==> src/rtl/led_display_pkg.sv <==
// Shared types and default geometry for the HUB75 row-scan controller.
`timescale 1ns/1ps
package led_display_pkg;

    typedef enum logic [2:0] {
        StIdle,
        StFetch,
        StCapture,
        StSend,
        StWaitBusy,
        StWaitDone,
        StLatch,
        StHold
    } scan_state_t;

    typedef logic [23:0] pixel_t;

    localparam int unsigned DEFAULT_COLS         = 64;
    localparam int unsigned DEFAULT_ROWS         = 16;
    localparam int unsigned DEFAULT_LATCH_CYCLES = 2;
    localparam int unsigned DEFAULT_HOLD_CYCLES  = 256;

    // Bit width able to index n items; never below one bit.
    function automatic int unsigned width_of(input int unsigned n);
        return (n > 1) ? $clog2(n) : 1;
    endfunction

endpackage

==> src/rtl/led_display_scan_timer.sv <==
// Loadable down-counter with zero flag; times both the latch pulse and the row-lit window.
`timescale 1ns/1ps
module led_display_scan_timer #(
    parameter int unsigned WIDTH = 8
) (
    input  logic             clk,
    input  logic             n_reset,
    input  logic             load,
    input  logic [WIDTH-1:0] load_value,
    output logic [WIDTH-1:0] count,
    output logic             zero
);

    logic [WIDTH-1:0] count_q;

    always_ff @(posedge clk or negedge n_reset) begin
        if (!n_reset) begin
            count_q <= '0;
        end else if (load) begin
            count_q <= load_value;
        end else if (count_q != '0) begin
            count_q <= count_q - WIDTH'(1);
        end
    end

    assign count = count_q;
    assign zero  = (count_q == '0);

endmodule

==> src/rtl/led_display_scan_ctrl.sv <==
// Row-scan scheduler for a HUB75 panel: fetches pixel pairs, feeds the PHY, latches and lights rows.
// Optional macro LED_SCAN_DIM_EN adds brightness_in for PWM dimming of the row-lit window.
`timescale 1ns/1ps
module led_display_scan_ctrl
    import led_display_pkg::*;
#(
    parameter int unsigned COLS         = DEFAULT_COLS,
    parameter int unsigned ROWS         = DEFAULT_ROWS,
    parameter int unsigned LATCH_CYCLES = DEFAULT_LATCH_CYCLES,
    parameter int unsigned HOLD_CYCLES  = DEFAULT_HOLD_CYCLES,
    localparam int unsigned ADDR_W      = width_of(COLS * ROWS),
    localparam int unsigned ROW_W       = width_of(ROWS),
    localparam int unsigned COL_W       = width_of(COLS)
) (
    input  logic              clk_in,
    input  logic              n_reset_in,
    input  logic              enable_in,
`ifdef LED_SCAN_DIM_EN
    input  logic [7:0]        brightness_in,
`endif
    output logic              busy_out,
    output logic              frame_done_out,
    output logic              mem_rd_out,
    output logic [ADDR_W-1:0] mem_addr_out,
    input  pixel_t            mem_top_data_in,
    input  pixel_t            mem_bot_data_in,
    output logic              phy_en_out,
    input  logic              phy_ready_in,
    output pixel_t            pixel_top_out,
    output pixel_t            pixel_bot_out,
    output logic [ROW_W-1:0]  row_addr_out,
    output logic              latch_out,
    output logic              blank_out
);

    localparam int unsigned TMR_W =
        width_of((HOLD_CYCLES > LATCH_CYCLES) ? HOLD_CYCLES : LATCH_CYCLES);

    scan_state_t      state_q, state_d;
    logic [ROW_W-1:0] row_q, row_d;
    logic [COL_W-1:0] col_q, col_d;
    logic [ROW_W-1:0] row_addr_q;
    pixel_t           pix_top_q, pix_bot_q;

    logic             latch_entry;
    logic             tmr_load;
    logic [TMR_W-1:0] tmr_value;
    logic [TMR_W-1:0] tmr_count;
    logic             tmr_zero;

    led_display_scan_timer #(
        .WIDTH (TMR_W)
    ) u_timer (
        .clk        (clk_in),
        .n_reset    (n_reset_in),
        .load       (tmr_load),
        .load_value (tmr_value),
        .count      (tmr_count),
        .zero       (tmr_zero)
    );

    always_ff @(posedge clk_in or negedge n_reset_in) begin
        if (!n_reset_in) begin
            state_q    <= StIdle;
            row_q      <= '0;
            col_q      <= '0;
            row_addr_q <= '0;
            pix_top_q  <= '0;
            pix_bot_q  <= '0;
        end else begin
            state_q <= state_d;
            row_q   <= row_d;
            col_q   <= col_d;
            if (latch_entry) begin
                row_addr_q <= row_q;
            end
            // Memory data is valid during CAPTURE, one cycle after the read strobe.
            if (state_q == StCapture) begin
                pix_top_q <= mem_top_data_in;
                pix_bot_q <= mem_bot_data_in;
            end
        end
    end

    always_comb begin
        state_d        = state_q;
        row_d          = row_q;
        col_d          = col_q;
        tmr_load       = 1'b0;
        tmr_value      = '0;
        latch_entry    = 1'b0;
        mem_rd_out     = 1'b0;
        phy_en_out     = 1'b0;
        latch_out      = 1'b0;
        frame_done_out = 1'b0;

        unique case (state_q)
            StIdle: begin
                if (enable_in) begin
                    state_d = StFetch;
                end
            end
            StFetch: begin
                mem_rd_out = 1'b1;
                state_d    = StCapture;
            end
            StCapture: begin
                state_d = StSend;
            end
            StSend: begin
                if (phy_ready_in) begin
                    phy_en_out = 1'b1;
                    state_d    = StWaitBusy;
                end
            end
            StWaitBusy: begin
                // PHY still shows ready this cycle; it drops ready only after capturing.
                state_d = StWaitDone;
            end
            StWaitDone: begin
                if (phy_ready_in) begin
                    if (!enable_in) begin
                        state_d = StIdle;
                        row_d   = '0;
                        col_d   = '0;
                    end else if (col_q == COL_W'(COLS - 1)) begin
                        state_d     = StLatch;
                        col_d       = '0;
                        latch_entry = 1'b1;
                        tmr_load    = 1'b1;
                        tmr_value   = TMR_W'(LATCH_CYCLES - 1);
                    end else begin
                        state_d = StFetch;
                        col_d   = col_q + COL_W'(1);
                    end
                end
            end
            StLatch: begin
                latch_out = 1'b1;
                if (tmr_zero) begin
                    state_d   = StHold;
                    tmr_load  = 1'b1;
                    tmr_value = TMR_W'(HOLD_CYCLES - 1);
                end
            end
            StHold: begin
                if (tmr_zero) begin
                    if (row_q == ROW_W'(ROWS - 1)) begin
                        row_d          = '0;
                        frame_done_out = 1'b1;
                    end else begin
                        row_d = row_q + ROW_W'(1);
                    end
                    state_d = enable_in ? StFetch : StIdle;
                end
            end
            default: begin
                state_d = StIdle;
            end
        endcase
    end

`ifdef LED_SCAN_DIM_EN
    logic [7:0]  brightness_q;
    int unsigned hold_elapsed;
    int unsigned dim_thresh;

    always_ff @(posedge clk_in or negedge n_reset_in) begin
        if (!n_reset_in) begin
            brightness_q <= '0;
        end else if (latch_entry) begin
            brightness_q <= brightness_in;
        end
    end

    always_comb begin
        hold_elapsed = HOLD_CYCLES - 1 - 32'(tmr_count);
        dim_thresh   = (32'(brightness_q) * HOLD_CYCLES) >> 8;
        blank_out    = 1'b1;
        if (state_q == StHold) begin
            blank_out = (hold_elapsed >= dim_thresh);
        end
    end
`else
    logic unused_tmr_count;
    assign unused_tmr_count = ^tmr_count;

    always_comb begin
        blank_out = (state_q != StHold);
    end
`endif

    assign busy_out      = (state_q != StIdle);
    assign mem_addr_out  = (state_q == StFetch) ?
                           ADDR_W'(32'(row_q) * COLS + 32'(col_q)) : '0;
    assign pixel_top_out = pix_top_q;
    assign pixel_bot_out = pix_bot_q;
    assign row_addr_out  = row_addr_q;

endmodule

==> config.mk <==
export PLATFORM = sky130hd
export DESIGN_NAME = led_display_scan_ctrl
export DESIGN_NICKNAME = d
export VERILOG_FILES = /design/src/rtl/led_display_pkg.sv /design/src/rtl/led_display_scan_timer.sv /design/src/rtl/led_display_scan_ctrl.sv
export SDC_FILE = /design/constraint.sdc
export NUM_CORES = 1
export LEC_CHECK = 0
export ABC_AREA = 0
export CORE_MARGIN = 4
export CORE_UTILIZATION = 44
export DETAILED_ROUTE_END_ITERATION = 8
export HOLD_SLACK_MARGIN = 0.08
export PLACE_DENSITY = 0.88
export SLEW_MARGIN = 20
export SYNTH_ARGS = -nofsm -noshare
export SYNTH_HDL_FRONTEND = slang
export SYNTH_SLANG_ARGS = --single-unit
==> constraint.sdc <==
create_clock -name clk_in -period 2.8 [get_ports clk_in]
set_input_delay 0.42 -clock clk_in [delete_from_list [all_inputs] [get_ports clk_in]]
set_output_delay 0.42 -clock clk_in [all_outputs]
set_load 0.01 [all_outputs]
; ---- Yosys cells after proc, flatten, opt, wreduce, memory -nomap -nowiden
; Index checks and enable logic that the tools add are counted.
[totals]
ff_bits = 73
out_inout_bits = 68
wordCells = 73
[op_classes]
add_sub_neg = 4
n_eq_ne = 16
muxes = 37
reduce_logical = 9
[ops]
columns = cell, count
row1 = 2-to-1 mux 8 bit, 3
row2 = one-hot mux 3 bit (8 select lines), 1
row3 = 2-to-1 mux 3 bit, 7
row4 = 2-to-1 mux 1 bit, 16
row5 = 2-to-1 mux 4 bit, 4
row6 = one-hot mux 8 bit (2 select lines), 1
row7 = "== test 3 bit, second input constant", 4
row8 = 2-to-1 mux 6 bit, 2
row9 = "!= test 2 bit, second input constant", 6
row10 = adder 10 x 6 -> 10 bit, 1
row11 = 2-to-1 mux 10 bit, 1
row12 = zero test 8 bit, 1
row13 = one-hot mux 4 bit (2 select lines), 1
row14 = nonzero test 8 bit, 1
row15 = "subtractor 8 x 1 -> 8 bit, second input constant", 1
row16 = "adder 6 x 1 -> 6 bit, second input constant", 1
row17 = "== test 3 x 2 -> 1 bit, second input constant", 2
row18 = "== test 6 bit, second input constant", 1
row19 = AND reduction 5 bit, 1
row20 = "adder 4 x 1 -> 4 bit, second input constant", 1
row21 = "== test 4 bit, second input constant", 1
row22 = AND reduction 4 bit, 1
row23 = nonzero test 2 bit, 2
row24 = "== test 3 x 1 -> 1 bit, second input constant", 1
row25 = other kinds (5), 5

; ---- Logic depth before layout (Yosys ltp)
; Gate-level depths: netlist of the first run.
[depth]
depth_word = 6
ltp_mapped = 7

; ---- Cells and area by module
; Synthesis of the first run repeated with hierarchy kept, for this count alone.
[hier_totals]
cells_unflattened = 280
area_unflattened_um2 = 3334.4
[modules_own_cells]
columns = module, instances, cells_each, area_each_um2, seq_area_each_um2
row1 = led_display_scan_ctrl, 1, 226, 2857.7, 1626.6
row2 = led_display_scan_timer, 1, 54, 476.7, 200.2

; ---- Worst setup path after synthesis of the first run
; OpenSTA, ideal clock, no wires.
[synth_path]
path_kind = flip-flop to output port
startpoint = register u_timer.count_q[3], in the netlist u_timer.count[3]
endpoint = output port frame_done_out
arrival_time_ns = 1.837
setup_slack_ns = 0.543
stages_incl_launch_ff = 6
n_path_buf = 1
path_cell_list = dfrtp_1 > or4_4 > or3_1 > buf_6 > nor2_1 > and4_1
[synth_via]
elab_chain_cells = 3
[synth_lines]
columns = element, line_no
row1 = from (decl), led_display_scan_timer.sv:14  ; logic [WIDTH-1:0] count_q;
row2 = from (signal assigned), led_display_scan_timer.sv:20  ; count_q <= load_value;
row3 = from (signal assigned), led_display_scan_timer.sv:22  ; count_q <= count_q - WIDTH'(1);
row4 = zero test 8 bit, led_display_scan_timer.sv:27  ; assign zero = (count_q == '0);
row5 = 2-to-1 mux 1 bit, led_display_scan_ctrl.sv:147  ; if (tmr_zero) begin
row6 = 2-to-1 mux 1 bit, led_display_scan_ctrl.sv:97  ; unique case (state_q)
row7 = to (decl), led_display_scan_ctrl.sv:22  ; output logic frame_done_out,
; No other way between the ends.

; ---- Worst setup path after layout of the first run
[layout_path]
startpoint = register state_q[1]
endpoint = output port mem_addr_out[2]
[layout_via]
elab_chain_cells = 2
[layout_lines]
columns = element, line_no
row1 = from (decl), led_display_scan_ctrl.sv:39  ; scan_state_t state_q, state_d;
row2 = from (signal assigned), led_display_scan_ctrl.sv:64  ; state_q <= StIdle;
row3 = from (signal assigned), led_display_scan_ctrl.sv:71  ; state_q <= state_d;
row4 = == test 3 x 1 -> 1 bit, led_display_scan_ctrl.sv:194  ; assign mem_addr_out = (state_q == StFetch) ?
row5 = 2-to-1 mux 10 bit, led_display_scan_ctrl.sv:194
row6 = to (decl), led_display_scan_ctrl.sv:24  ; output logic [ADDR_W-1:0] mem_addr_out,
; No other way between the ends.

==> key figures, run 1 <==
Outcome
  – Outcome: complete, no violations

Setup path
  – RR Endpoint: state_q[0]$_DFFE_PN0P_
  – Setup CP Type: reg -> out
  – Crit path capture type: output pin
  – Worst Path Arrival: 2.21 ns
  – Top fanout value on the critical path: 16
  – FF-to-FF setup slack: 0.60 ns
  – Reg2Reg Launch Point: u_timer.count[3]$_DFFE_PN0P_
  – R2R cell count: 5
  – WP data required: 2.38 ns
  – Worst setup SP type: flop

Layout
  – Area of the multi-input gates: 1320 µm²
  – Layout filler cell count: 499
  – Net count reported at finish: 436
  – P&R area growth vs syn: 47.11%
  – Register cell area after layout: 1827 µm²
  – Core Util, Final: 0.6841
  – Fraction of layout cells with a size suffix above 1: 0.2104
  – Diode count: 0
  – Commonest non-fill, non-tap cell in the layout: clkdlybuf4s50_1
  – Design Area, Final: 4751 µm²
  – Most frequent cells in the layout: clkdlybuf4s50_1 (117), dfrtp_1 (73), mux2_2 (52), o21ai_0 (13), nand2_1 (12)

Synth
  – Share of the synthesized area in the top cell type: 0.5657
  – Synth warn: 0
  – Mapped Cells: 258
  – Predominant post-synthesis flop cell: dfrtp_1
  – Synth Register Bits: 73
  – Synth Cell Area: 3229 µm²
  – Compound-Gate Fraction of Synth Area: 0.07516
  – Post-Synth Adder-Cell Area: 0.01550
  – Main combinational cell family by area after synthesis: multiplexers
  – Post-synthesis xor/xnor area fraction: 0.01898
  – Sequential area share after synthesis: 0.5657
  – Count of different cell masters after synthesis: 42
  – Mapped Avg Cell Area: 12.52 µm²
  – Post-synth EDFFs: 0
  – Mux cell area share after synthesis: 0.1926
  – Synth Area in Simple Gates: 0.1042
  – Dominant cells by area after synthesis: dfrtp_1 (57%), mux2_2 (18%), o21ai_0 (2.0%)
  – Syn Nets: 314
  – Asr flop ratio synth: 1.000
  – Area leader, netlist: dfrtp_1

Worst hold path
  – Hold WC Path Type: in -> async

Floorplanning
  – Initial Utilization: 0.4650
  – Core area: 6944 µm²
  – Die H: 93.67 µm
  – Num rows: 30
  – Die Area: 8774 µm²
  – Die width: 93.67 µm
  – # IOs: 120

Detailed routing
  – Final wirelength: 7.964 mm
  – Wire length per cell: 16.56 µm
  – Antenna Nets Post-Route: 0
  – Drt drc: 0
  – Vias post-DR: 2460
  – First-pass DRT Iterations: 4
  – Iter 0 DRT Violations: 195
  – DR vias/cell: 5.114

Placement
  – IO Port Bufs: 119
  – Dpl cell area: 4534 µm²
  – Gpl congestion: 0.8223
  – Dpl hpwl: 5.646 mm

Pwr
  – Power Internal: 0.003173 W
  – Sw frac: 0.3111
  – Logic pwr share: 0.428
  – PwrDens: 969.5 nW/µm²
  – Clock power share: 0.197
  – Worst vdd ir: 601.8 µV
  – P_sw: 0.001433 W
  – Static leakage: 1.986 nW
  – Sequential power share: 0.375

Clock tree
  – Post-CTS setup buffer count: 0
  – CTS Buffer Depth: 2
  – Root buffer cell: clkbuf_8
  – Clk slew on worst S/H paths: 0.08 ns
  – TritonCTS Buffers: 9
  – Clock latency on the worst-skew pair: 0.35 ns
  – CTS sink cnt: 73
  – H-tree depth: 3
  – CTS tree: yes
  – Hold buffer count at cts: 0

Global routing
  – Pin count of the biggest net entering global routing: 74
  – Vias in the first global route: 2633
  – Global-route wire length before repair: 13.05 mm
  – Initial antenna violation count: 0
  – Total gr overflow: 0
  – Gr usage total: 0.1911

Job
  – Maxcap violations: 0

Timing
  – Final Cycle Share: 0.9410
  – Post-layout min period: 2.635 ns
  – Fmax: 379.5 MHz
  – Final setup TNS: 0 ns
  – Slew Viols, Final: 0
  – Fin Clk Skew: 0.007934 ns
  – Slew @ Worst Pin: 0.6166 ns
  – Worst slew margin: 0.5889
  – Setup violations, final: 0
  – Final hold vios: 0
  – RSZ-0062 raised after global routing: no
final cells by class:
cell class / count / area share
clock inverters: 6 / 0.01923
well taps: 96 / 0.02528
flip-flops and latches: 73 / 0.3845
inverters: 7 / 0.005531
multi-input cells: 164 / 0.2779
repair buffers: 125 / 0.2607
clock buffers: 10 / 0.02686
cells by family after synthesis:
logic type,after synthesis
and+or+nand+nor,60
muxes,55
xor gates and xnor gates,7
buffers and inverters,21
AOI/OAI and AO/OA,38
DFF,73
adders and majority gates,4
critical path, cell delays in order (launching register included):
cell             delay [ns]
dfrtp_1                0.55
nor3_1                 0.41
buf_4                  0.23
and2_1                 0.14
clkdlybuf4s50_1        0.54
power by group through the flow:
| stage | clock network (W) | logic [W] | registers, W |
|---|---|---|---|
| CTS | 0.000928 | 0.00200 | 0.00173 |
| global placement | 0 | 0.00194 | 0.00171 |
| global route | 0.000970 | 0.00210 | 0.00179 |
| floorplan | 0 | 0.000804 | 0.00184 |
| detailed placement | 0 | 0.00199 | 0.00175 |
| finish | 0.000906 | 0.00197 | 0.00173 |
what timing repair did:
item / 4_1_cts / 5_1_grt
resized for setup: 2 / 2
gates cloned: 0 / 0
endpoints found under the hold margin: 0 / 0
setup endpoints to repair: 1 / 1
stage by stage:
step / std cells / worst slack, ns / total power (W) / hold WS [ns]
floorplan: 258 / 0.5428 / 0.002648 / 0.1244
global placement: 465 / 0.1246 / 0.003652 / 0.4775
detailed placement: 465 / 0.1131 / 0.003732 / 0.4789
CTS: 481 / 0.02174 / 0.004655 / 0.09497
global route: 481 / 0.01954 / 0.004867 / 0.1126
finish: 481 / 0.1653 / 0.004606 / 0.08130
synthesized netlist by cell type (all sizes together), types with 3 or more instances:
cell	instances
a21o	5
a21oi	5
a22o	3
a31oi	3
and2	10
buf	4
clkbuf	10
dfrtp	73
ha	4
inv	7
mux2	54
nand2	12
nand3	6
nor2	5
nor3	7
o21ai	14
or3	5
xnor2	6
worst max-delay path by stage:
stage	start	endpoint	slack, ns
finish	state_q[1]$_DFFE_PN0P_	mem_addr_out[2]	0.17
global route	state_q[1]$_DFFE_PN0P_	mem_addr_out[1]	0.02
CTS	u_timer.count[3]$_DFFE_PN0P_	frame_done_out	0.02
detailed placement	u_timer.count[3]$_DFFE_PN0P_	frame_done_out	0.11
global placement	u_timer.count[3]$_DFFE_PN0P_	frame_done_out	0.12
floorplan	u_timer.count[3]$_DFFE_PN0P_	frame_done_out	0.54
registers in the layout, indices dropped and copies added, names as in the netlist:
name and cells:
pixel_top_out 24, row_q 4, state_q 3, u_timer.count 8, row_addr_out 4, col_q 6
pixel_bot_out 24
metal layers:
metal | vias to the layer above | GRT usage | routed length [µm]
li1 | 1161 | - | -
met1 | 1204 | 0.2171 | 3078
met2 | 79 | 0.3323 | 4113
met3 | 16 | 0.06731 | 598
met4 | 0 | 0.06739 | 172
met5 | - | 0 | 0
(Power assumes the default switching activity.)
==> inputs of run 2 (changes only) <==
--- a/config.mk
+++ b/config.mk
@@ -8,9 +8,12 @@
 export ABC_AREA = 0
 export CORE_MARGIN = 4
 export CORE_UTILIZATION = 44
+export CTS_CLUSTER_DIAMETER = 40
+export CTS_CLUSTER_SIZE = 40
 export DETAILED_ROUTE_END_ITERATION = 8
 export HOLD_SLACK_MARGIN = 0.08
 export PLACE_DENSITY = 0.88
+export RECOVER_POWER = 100
 export SLEW_MARGIN = 20
 export SYNTH_ARGS = -nofsm -noshare
 export SYNTH_HDL_FRONTEND = slang
==> key figures, run 2 (same netlist as run 1, synthesis figures left out) <==
Setup path
  – WP data required: 2.38 ns (about the same)
  – Worst setup path startpoint: u_timer.count[3]$_DFFE_PN0P_
  – FF-to-FF setup slack: 0.32 ns (-0.28 ns)
  – R2R cell count: 4 (-1)
  – RR Endpoint: pixel_top_out[11]$_DFFE_PN0P_
  – Worst Path Arrival: 2.23 ns (+0.02 ns)
  – Reg2Reg Launch Point: state_q[1]$_DFFE_PN0P_
  – Top fanout value on the critical path: 5 (-11)
  – Crit path capture type: output pin
  – CP Capture Point: frame_done_out
  – Setup CP Type: reg -> out
  – Worst setup SP type: flop

Clock tree
  – Hold buffer count at cts: 0 (unchanged)
  – CTS sink cnt: 73 (unchanged)
  – CTS Buffer Depth: 2 (unchanged)
  – CTS tree: yes
  – Clk slew on worst S/H paths: 0.08 ns (about the same)
  – H-tree depth: 3 (unchanged)
  – TritonCTS Buffers: 9 (unchanged)
  – Post-CTS setup buffer count: 0 (unchanged)
  – Root buffer cell: clkbuf_8
  – Clock latency on the worst-skew pair: 0.35 ns (about the same)

Placement
  – Gpl congestion: 0.8223 (unchanged)
  – IO Port Bufs: 119 (unchanged)
  – Dpl hpwl: 5.646 mm (unchanged)
  – Post-Place Cells: 465 (unchanged)

Detailed routing
  – Iter 0 DRT Violations: 143 (-27%)
  – Antenna Nets Post-Route: 0 (unchanged)
  – DR vias/cell: 5.102 (-0.24%)
  – Wire length per cell: 16.44 µm (-0.72%)
  – First-pass DRT Iterations: 4 (unchanged)
  – Vias post-DR: 2454 (-0.24%)
  – Drt drc: 0 (unchanged)
  – Final wirelength: 7.907 mm (-0.72%)

Pwr
  – Worst vdd ir: 600.3 µV (-0.26%)
  – PwrDens: 942.0 nW/µm² (-2.8%)
  – Static leakage: 2.009 nW (+1.2%)

Timing
  – Final setup TNS: 0 ns (unchanged)
  – Post-layout min period: 2.653 ns (+0.01803 ns)
  – Final Cycle Share: 0.9474 (+0.006439)
  – RSZ-0062 raised after global routing: no
  – Fin Clk Skew: 0.007739 ns (-0.0001952 ns)
  – Setup violations, final: 0 (unchanged)
  – Fmax: 377.0 MHz (-0.68%)
  – Worst slew margin: -0.1614 (-0.7503)
  – Final hold vios: 0 (unchanged)
  – Slew @ Worst Pin: 1.742 ns (+1.126 ns)
  – Slew Viols, Final: 74 (+74)

Outcome
  – Failing checks: max-capacitance violations, max-slew violations
  – Outcome: complete, but fails checks

Layout
  – Filler-free cell count of the finished design: 481 (unchanged)
  – Net count reported at finish: 436 (unchanged)
  – P&R area growth vs syn: 45.99%
  – Diode count: 0 (unchanged)
  – Most frequent cells in the layout: dfrtp_1 (73), clkdlybuf4s50_1 (59), dlygate4sd3_1 (58), mux2_2 (52), o21ai_0 (13)
  – Layout filler cell count: 504 (+1.0%)
  – Fraction of layout cells with a size suffix above 1: 0.1974 (-0.01299)
  – Commonest non-fill, non-tap cell in the layout: dfrtp_1

Global routing
  – Gr usage total: 0.1911 (unchanged)
  – Pin count of the biggest net entering global routing: 74 (unchanged)
  – Global-route wire length before repair: 13.05 mm (unchanged)
  – Initial antenna violation count: 0 (unchanged)
  – Total gr overflow: 0 (unchanged)
  – Vias in the first global route: 2633 (unchanged)

Job
  – Maxcap violations: 1 (+1)

Worst hold path
  – Hold WC Path Type: reg -> reg

Floorplanning
  – Initial Utilization: 0.4650 (unchanged)
  – Num rows: 30 (unchanged)
  – Core area: 6944 µm² (unchanged)
  – Die width: 93.67 µm (unchanged)
  – Die Area: 8774 µm² (unchanged)
  – Die H: 93.67 µm (unchanged)
  – # IOs: 120 (unchanged)
[run 2: cell count changes in the layout (fill, tap and decap cells not counted), sizes merged]
cell and change:
clkdlybuf4s50 -58, dlygate4sd3 +58, buf -4, clkbuf +4
[run 2: worst min-delay path by stage]
stage                                  startpoint                       endpoint  slack, ns  depth (start not counted)
finish               pixel_top_out[3]$_DFFE_PN0P_   pixel_top_out[3]$_DFFE_PN0P_       0.50                          1
floorplan                              n_reset_in           col_q[0]$_DFFE_PN0P_       0.12                          0
CTS                                    n_reset_in  pixel_top_out[15]$_DFFE_PN0P_       0.09                          2
detailed placement                     n_reset_in  pixel_top_out[15]$_DFFE_PN0P_       0.48                          2
global route        pixel_bot_out[20]$_DFFE_PN0P_  pixel_bot_out[20]$_DFFE_PN0P_       0.53                          1
global placement                       n_reset_in  pixel_top_out[15]$_DFFE_PN0P_       0.48                          2
[run 2: worst max-delay path: stages, from the launching register on]
cell,delay [ns]
dfrtp_1,0.42
or4_4,0.58
or3_1,0.38
nor2_1,0.16
and4_1,0.22
clkbuf_2,0.14
[run 2: metrics by stage]
step	hold slack (ns)	setup WS (ns)	power [W]	instance area, µm²	utilization
global placement	0.4775	0.1246	0.003652	4534	0.6530
floorplan	0.1244	0.5428	0.002648	3229	-
CTS	0.09497	0.02174	0.004655	4755	0.6847
finish	0.5032	0.1473	0.004441	4715	0.6789
detailed placement	0.4789	0.1131	0.003732	4534	0.6530
global route	0.5257	0.01832	0.004707	4715	0.6789
[run 2: layer usage]
metal  GRT usage  up-vias  wire length [µm]
li1            -     1168                 -
met1      0.2171     1187              2978
met2      0.3323       81              4113
met3     0.06731       18               644
met4     0.06739        0               171
met5           0        -                 0
[run 2: area by class of cell]
type	instances	area, µm²	share of cell area
clock buffers	10	127.6	0.02707
clock inverters	6	91.34	0.01937
inverters	7	26.28	0.005573
multi-input cells	164	1309	0.2776
flip-flops and latches	73	1827	0.3875
well taps	96	120.1	0.02548
repair buffers	125	1214	0.2574
[run 2: power by group]
group          switching (W)  leakage, nW  internal [W]  total (W)
logic               0.000757         1.03       0.00107    0.00183
clock network       0.000402       0.0991      0.000505   0.000907
registers           0.000250        0.883       0.00146    0.00171
total                0.00141         2.01       0.00303    0.00444
[run 2: timing repair]
action                     CTS  global route
pin swaps                    0             0
cloned                       0             0
setup endpoints to repair    1             1
resized for setup            2             2
